<file path="config.mk">
export PLATFORM = sky130hd
export DESIGN_NAME = multdiv_sequencer
export DESIGN_NICKNAME = d
export VERILOG_FILES = /design/src/rtl/multdiv_sequencer.sv
export SDC_FILE = /design/constraint.sdc
export NUM_CORES = 1
export LEC_CHECK = 0
export CAP_MARGIN = 25
export CORE_AREA = 2 2 86 88
export CTS_CLUSTER_DIAMETER = 30
export DETAILED_ROUTE_END_ITERATION = 8
export DIE_AREA = 0 0 88 90
export DONT_BUFFER_PORTS = 1
export HOLD_SLACK_MARGIN = 0.05
export PLACE_DENSITY = 0.73
export SYNTH_ARGS = -nofsm -noshare
export SYNTH_HDL_FRONTEND = slang
export SYNTH_SLANG_ARGS = --single-unit
</file>
<file path="constraint.sdc">
create_clock -name clock -period 2.4 [get_ports clock]
set_input_delay 0.36 -clock clock [delete_from_list [all_inputs] [get_ports clock]]
set_output_delay 0.36 -clock clock [all_outputs]
set_load 0.05 [all_outputs]
</file>
<file path="src/rtl/multdiv_sequencer.sv">
// Sequencer for the multicycle multiply/divide unit: freezes the front of the pipeline,
// starts the unit, waits for completion or timeout, and injects the result into X/M.
module multdiv_sequencer #(
    parameter int         TIMEOUT     = 40,
    parameter logic [4:0] RSTATUS_REG = 5'd30
) (
    input  logic        clock,
    input  logic        reset,
    input  logic        dx_is_mul,
    input  logic        dx_is_div,
    input  logic [4:0]  dx_rd,
    input  logic [31:0] operand_a,
    input  logic [31:0] operand_b,
    input  logic [31:0] md_result,
    input  logic        md_exception,
    input  logic        md_ready,
    output logic        md_ctrl_mult,
    output logic        md_ctrl_div,
    output logic [31:0] md_operand_a,
    output logic [31:0] md_operand_b,
    output logic        stall,
    output logic        wb_valid,
    output logic [4:0]  wb_rd,
    output logic [31:0] wb_data
);

    typedef enum logic [1:0] {
        IDLE  = 2'd0,
        START = 2'd1,
        BUSY  = 2'd2,
        DONE  = 2'd3
    } state_t;

    localparam logic [5:0]  TIMEOUT_LAST = 6'(TIMEOUT - 1);
    localparam logic [31:0] CODE_MUL_EXC = 32'd4;
    localparam logic [31:0] CODE_DIV_EXC = 32'd5;
    localparam logic [31:0] CODE_TIMEOUT = 32'd6;

    state_t      state_reg, state_next;
    logic [5:0]  count_reg, count_next;
    logic        op_div_reg, op_div_next;
    logic [4:0]  rd_reg, rd_next;
    logic [31:0] opa_reg, opa_next;
    logic [31:0] opb_reg, opb_next;
    logic        ctrl_mult_reg, ctrl_mult_next;
    logic        ctrl_div_reg, ctrl_div_next;
    logic        wb_valid_reg, wb_valid_next;
    logic [4:0]  wb_rd_reg, wb_rd_next;
    logic [31:0] wb_data_reg, wb_data_next;

    always_ff @(posedge clock) begin
        if (!reset) begin
            state_reg     <= IDLE;
            count_reg     <= 6'd0;
            op_div_reg    <= 1'b0;
            rd_reg        <= 5'd0;
            opa_reg       <= 32'd0;
            opb_reg       <= 32'd0;
            ctrl_mult_reg <= 1'b0;
            ctrl_div_reg  <= 1'b0;
            wb_valid_reg  <= 1'b0;
            wb_rd_reg     <= 5'd0;
            wb_data_reg   <= 32'd0;
        end else begin
            state_reg     <= state_next;
            count_reg     <= count_next;
            op_div_reg    <= op_div_next;
            rd_reg        <= rd_next;
            opa_reg       <= opa_next;
            opb_reg       <= opb_next;
            ctrl_mult_reg <= ctrl_mult_next;
            ctrl_div_reg  <= ctrl_div_next;
            wb_valid_reg  <= wb_valid_next;
            wb_rd_reg     <= wb_rd_next;
            wb_data_reg   <= wb_data_next;
        end
    end

    always_comb begin
        state_next     = state_reg;
        count_next     = count_reg;
        op_div_next    = op_div_reg;
        rd_next        = rd_reg;
        opa_next       = opa_reg;
        opb_next       = opb_reg;
        ctrl_mult_next = 1'b0;
        ctrl_div_next  = 1'b0;
        wb_valid_next  = 1'b0;
        wb_rd_next     = wb_rd_reg;
        wb_data_next   = wb_data_reg;
        case (state_reg)
            IDLE: begin
                if (dx_is_mul || dx_is_div) begin
                    // mul wins when both decode flags are raised
                    state_next     = START;
                    op_div_next    = !dx_is_mul;
                    rd_next        = dx_rd;
                    opa_next       = operand_a;
                    opb_next       = operand_b;
                    ctrl_mult_next = dx_is_mul;
                    ctrl_div_next  = !dx_is_mul;
                end
            end
            START: begin
                state_next = BUSY;
                count_next = 6'd0;
            end
            BUSY: begin
                count_next = count_reg + 6'd1;
                if (md_ready) begin
                    state_next    = DONE;
                    wb_valid_next = 1'b1;
                    if (md_exception) begin
                        wb_rd_next   = RSTATUS_REG;
                        wb_data_next = op_div_reg ? CODE_DIV_EXC : CODE_MUL_EXC;
                    end else begin
                        wb_rd_next   = rd_reg;
                        wb_data_next = md_result;
                    end
                end else if (count_reg == TIMEOUT_LAST) begin
                    state_next    = DONE;
                    wb_valid_next = 1'b1;
                    wb_rd_next    = RSTATUS_REG;
                    wb_data_next  = CODE_TIMEOUT;
                end
            end
            DONE: begin
                // D/X still holds the completing instruction here, so no retrigger
                state_next = IDLE;
            end
            default: state_next = IDLE;
        endcase
    end

    always_comb begin
        stall = 1'b0;
        case (state_reg)
            IDLE:    stall = dx_is_mul || dx_is_div;
            START:   stall = 1'b1;
            BUSY:    stall = 1'b1;
            default: stall = 1'b0;
        endcase
    end

    assign md_ctrl_mult = ctrl_mult_reg;
    assign md_ctrl_div  = ctrl_div_reg;
    assign md_operand_a = opa_reg;
    assign md_operand_b = opb_reg;
    assign wb_valid     = wb_valid_reg;
    assign wb_rd        = wb_rd_reg;
    assign wb_data      = wb_data_reg;

endmodule

</file>
==> reports/qor_table.md, run 1 <==
| Result | Value | Unit |
| --- | --- | --- |
| Most frequently used flop master after synthesis | sky130_fd_sc_hd__dfxtp_1 | - |
| Area share of the leading cell type in the synthesized netlist | 0.5818 | - |
| Most area-hungry cell type in the Yosys netlist | sky130_fd_sc_hd__dfxtp_1 | - |
| Cts bufs inserted | 17 | - |
| Sequential fraction of the synthesis area | 0.5818 | - |
| Post-CTS repair timing setup buffer count | 0 | - |
| Synth area leaders | sky130_fd_sc_hd__dfxtp_1, sky130_fd_sc_hd__a22o_1, sky130_fd_sc_hd__a21boi_0, sky130_fd_sc_hd__o21ai_0, sky130_fd_sc_hd__nand2_1 | - |
| Dominant combinational cell family by area after synthesis | compound AO/OA/AOI/OAI gates | - |
| Number of flip-flops and latches in the synthesized netlist | 118 | - |
| Synthesized net count | 484 | - |
| Combined area of all synthesized cells | 0.004060 | sq mm |
| Hold Buf Count CTS | 101 | - |
| Run status | stopped before the end | - |
| Cell count after synthesis | 372 | - |
| Total cell area at the placement stage | 0.004125 | sq mm |
| Stage reached | clock tree synthesis | - |
| Htree depth | 4 | - |
| I/O Buffers | 0 | - |
| Async set or reset register ratio after synthesis | 0 | - |
| I/O pin count | 212 | - |
| Average cell area after synthesis | 10.91 | sq um |
| Adder-cell share of the synthesized area | 0.01541 | - |
| Synthesized-area fraction occupied by ao, oa, aoi and oai cells | 0.2767 | - |
| Horizontal extent of the die | 88 | um |
| Clock Tree Buf Depth | 2 | - |
| Run Error | [ERROR RSZ-0060] Max buffer count reached. | - |
| Clock tree root driver cell | sky130_fd_sc_hd__clkbuf_8 | - |
| Count of synthesis-stage warnings from yosys | 0 | - |
| Die Y | 90 | um |
| Area share of and/or/nand/nor cells after synthesis | 0.06471 | - |
| Post-placement setup slack | 605.3 | ps |
| Number of enable flip-flop cells after synthesis | 0 | - |
| Clk sink count | 118 | - |
| Starting density of the core | 0.5783 | - |
| Multiplexer share of the synthesized area | 0.007704 | - |
| Distinct cell type count after synthesis | 33 | - |
| Routability congestion estimate from global placement | 0.8131 | - |
| Post-DP HPWL | 6300 | um |
| Post-cts repair resize count | 0 | - |
| FP Rows | 31 | - |
| Xor and xnor fraction of the mapped netlist area | 0.01079 | - |
-- Yosys cell counts (2+ instances only) --
cell	n
sky130_fd_sc_hd__dfxtp_1	118
sky130_fd_sc_hd__a22o_1	69
sky130_fd_sc_hd__nand2_1	35
sky130_fd_sc_hd__o21ai_0	31
sky130_fd_sc_hd__a21boi_0	23
sky130_fd_sc_hd__buf_2	16
sky130_fd_sc_hd__nor2_1	12
sky130_fd_sc_hd__clkbuf_1	10
sky130_fd_sc_hd__a21boi_1	8
sky130_fd_sc_hd__o221a_2	6
sky130_fd_sc_hd__ha_1	5
sky130_fd_sc_hd__inv_1	5
sky130_fd_sc_hd__clkbuf_2	3
sky130_fd_sc_hd__nor2b_1	3
sky130_fd_sc_hd__xor2_1	3
sky130_fd_sc_hd__and2_1	2
sky130_fd_sc_hd__and3_1	2
sky130_fd_sc_hd__buf_6	2
sky130_fd_sc_hd__mux2i_1	2
sky130_fd_sc_hd__nand3_1	2
sky130_fd_sc_hd__nand4_1	2
sky130_fd_sc_hd__xnor2_1	2
-- cell families after synthesis --
kind of cell | Yosys count
multiplexers | 3
buffers and inverters | 36
XOR/XNOR | 5
flip-flops | 118
adder cells (fa/ha/maj) | 5
AND/OR/NAND/NOR | 61
AO/OA/AOI/OAI | 144
-- stage by stage --
stage	utilization	std cells
floorplan	-	372
global placement	0.5876	448
detailed placement	0.5876	448
==> run 2, diff against run 1 <==
==> config.mk (replaced) <==
export PLATFORM = sky130hd
export DESIGN_NAME = multdiv_sequencer
export DESIGN_NICKNAME = d
export VERILOG_FILES = /design/src/rtl/multdiv_sequencer.sv
export SDC_FILE = /design/constraint.sdc
export NUM_CORES = 1
export LEC_CHECK = 0
export CAP_MARGIN = 25
export CORE_AREA = 2 2 104 106
export DETAILED_ROUTE_END_ITERATION = 8
export DIE_AREA = 0 0 106 108
export DONT_BUFFER_PORTS = 1
export PLACE_DENSITY_LB_ADDON = 0.15
export SYNTH_ARGS = -nofsm -noshare
export SYNTH_HDL_FRONTEND = slang
export SYNTH_SLANG_ARGS = --single-unit
==> run 2 against run 1 <==
Effect of this change:
- the flow now finishes without violations
- synthesized cell count stayed put
- synthesized area is the same
==> reports/qor_table.md, run 2 <==
| Result | Value | Unit |
| --- | --- | --- |
| I/O Buffers | 0 | - |
| Sequential fraction of the synthesis area | 0.5818 | - |
| Setup crit end kind | output port | - |
| Hold violation total from the final report | 0 | - |
| Arrival time reported for the critical path endpoint | 1830 | ps |
| Most frequent cells in the layout | sky130_fd_sc_hd__dfxtp_1, sky130_fd_sc_hd__dlygate4sd3_1, sky130_fd_sc_hd__a22o_1, sky130_fd_sc_hd__nand2_1, sky130_fd_sc_hd__o21ai_0 | - |
| Share of the clock period used by the worst path | 0.9122 | - |
| Global-route wire length before repair | 16640 | um |
| Synth area leaders | sky130_fd_sc_hd__dfxtp_1, sky130_fd_sc_hd__a22o_1, sky130_fd_sc_hd__a21boi_0, sky130_fd_sc_hd__o21ai_0, sky130_fd_sc_hd__nand2_1 | - |
| Critical path class | reg -> out | - |
| Delay of the slowest critical-path stage | 460 | ps |
| First-pass iteration count of the detailed router | 4 | - |
| Cell with the most instances after synthesis | sky130_fd_sc_hd__dfxtp_1 | - |
| Commonest non-fill, non-tap cell in the layout | sky130_fd_sc_hd__dfxtp_1 | - |
| Clock latency at the later pin of the worst-skew pair | 500 | ps |
| Slew @ Worst Pin | 616.3 | ps |
| Clock transition at the register clock pins on the worst setup and hold paths after CTS | 60 | ps |
| WP data required | 2040 | ps |
| Number of filler cells placed in the layout | 851 | - |
| Worst slew slack as a fraction of its limit | 0.5876 | - |
| Horizontal extent of the die | 106 | um |
| All-Layer GR Usage | 0.1885 | - |
| Utilization of the core after routing | 0.5617 | - |
| Cell count after synthesis | 372 | - |
| Clock tree root driver cell | sky130_fd_sc_hd__clkbuf_8 | - |
| DRC violations left | 0 | - |
| Drt via density | 5.203 | - |
| Starting density of the core | 0.3968 | - |
| Number of nets in the layout | 579 | - |
| Combined area of all synthesized cells | 0.004060 | sq mm |
| Number of enable flip-flop cells after synthesis | 0 | - |
| Setup_tns | 0 | ps |
| Htree depth | 4 | - |
| Via count | 3205 | - |
| Time the worst path needs with I/O delays and setup | 2189 | ps |
| ANT nets after route | 0 | - |
| Largest net degree at the start of global routing | 45 | - |
| Worst hold path class | in -> reg | - |
| Worst clock skew on the final layout | 6.464 | ps |
| Post-DP HPWL | 6672 | um |
| CTS tree | done | - |
| Number of maximum-capacitance constraint violations | 0 | - |
| Average cell area after synthesis | 10.91 | sq um |
| Kind of start point of the critical path | flop | - |
| Most used standard cells in the synthesized netlist | sky130_fd_sc_hd__dfxtp_1, sky130_fd_sc_hd__a22o_1, sky130_fd_sc_hd__nand2_1 | - |
| Number of antenna violations at the first check in global routing | 0 | - |
| Fraction of layout cells with a size suffix above 1 | 0.1125 | - |
| WL final | 11100 | um |
| Worst Setup Slack, final | 210.7 | ps |
| Post-placement setup slack | 519.1 | ps |
| Routed length per instance | 18.02 | um |
| Number of global-route vias before repair | 3222 | - |
| Post-CTS repair timing setup buffer count | 0 | - |
| Die Y | 108 | um |
| Leakage dissipation | 2.254 | nW |
| Number of setup violations in the final report | 0 | - |
| Distinct cell type count after synthesis | 33 | - |
| Most used cell, CP | sky130_fd_sc_hd__nor2_1 | - |
| Starting DRC count in detailed routing | 216 | - |
| I/O pin count | 212 | - |
| Number of flip-flops and latches in the synthesized netlist | 118 | - |
| Crit-path cells | inv_1 -> ha_1 -> nor2_1 -> nor2_1 -> buf_4 | - |
| Worst-path maximum fanout | 8 | - |
| Total gr overflow | 0 | - |
| Max-slew violation count | 0 | - |
| Die Footprint | 0.01145 | sq mm |
| FP Rows | 37 | - |
| Cts bufs inserted | 17 | - |
| Area growth from synthesis to layout | 41.54 | % |
| Routability congestion estimate from global placement | 0.7621 | - |
| Unrepaired setup endpoints after global routing | no | - |
| Inserted Diodes | 0 | - |
| Fmax achieved | 0.4568 | GHz |
| Most area-hungry cell type in the Yosys netlist | sky130_fd_sc_hd__dfxtp_1 | - |
| Worst hold margin | 26.03 | ps |
| Synthesized net count | 484 | - |
| Area share of the leading cell type in the synthesized netlist | 0.5818 | - |
| Async set or reset register ratio after synthesis | 0 | - |
| Highest-delay cell along the critical path | sky130_fd_sc_hd__ha_1 | - |
| Most frequently used flop master after synthesis | sky130_fd_sc_hd__dfxtp_1 | - |
| Run status | completed | - |
| Clock Tree Buf Depth | 2 | - |
| Placeable Area | 0.01023 | sq mm |
| Clk sink count | 118 | - |
| Max rail drop VDD | 0.5348 | mV |
| PwrDens | 1294 | mW/mm^2 |
| Count of synthesis-stage warnings from yosys | 0 | - |
[run 2: cell counts after synthesis]
No cell type changed its count.
[run 2: layout make-up]
type	instances	area (sq um)	area share
flip-flops and latches	118	2362	0.4111
multi-input cells	218	1535	0.2671
repair buffers	107	1099	0.1912
clock buffers	17	414.1	0.07207
well taps	136	170.2	0.02961
clock inverters	15	147.6	0.02569
inverters	5	18.77	0.003266
[run 2: routing by layer]
layer / GRT usage / wire length [um]
met2: 0.3286 / 5584
met5: 0 / 0
met3: 0.07957 / 826
met1: 0.2060 / 4552
met4: 0.06861 / 140
[run 2: cell families (layout without fill, tap and decap cells)]
group                    Yosys count  in the layout  synth area share
XOR/XNOR                           5              5           0.01079
AND/OR/NAND/NOR                   61             61           0.06471
buffers and inverters             36            144           0.04284
adder cells (fa/ha/maj)            5              5           0.01541
flip-flops                       118            118            0.5818
multiplexers                       3              3          0.007704
AO/OA/AOI/OAI                    144            144            0.2767
[run 2: repair_timing]
item / in CTS / in global routing
resized for setup: 0 / 0
endpoints found under the hold margin: 110 / 1
hold buffers: 98 / 1
[run 2: critical path: cells and delay by family, from the launching register on]
kind	cells	cell delay, ps
fa+ha+maj	1	460
flops	1	390
simple gates	2	190
buf+inv	2	290
[run 2: where the power goes]
group / total (mW) / switching, mW / internal (mW)
Clock: 2.37 / 0.971 / 1.40
Sequential: 3.76 / 1.41 / 2.35
Combinational: 1.31 / 0.708 / 0.604
[run 2: metrics by stage]
step	cells	area (sq um)	total power, mW
after floorplan	372	4060	4.631
after global placement	485	4184	4.918
after detailed placement	485	4184	4.953
after CTS	615	5737	7.480
after global routing	616	5747	7.754
final	616	5747	7.438
[run 2: worst paths after layout]
kind | from | end | depth (start not counted) | slack, ps
worst max-delay path | state_reg[1] | stall | 5 | 210
worst max register to register | state_reg[0] | md_operand_a[26] | 6 | 470
worst min register to register | rd_reg[0] | wb_rd[0] | 2 | 480
worst min-delay path | md_result[26] | wb_data[26] | 2 | 30
Note: power is estimated with default switching activity, not from simulation.
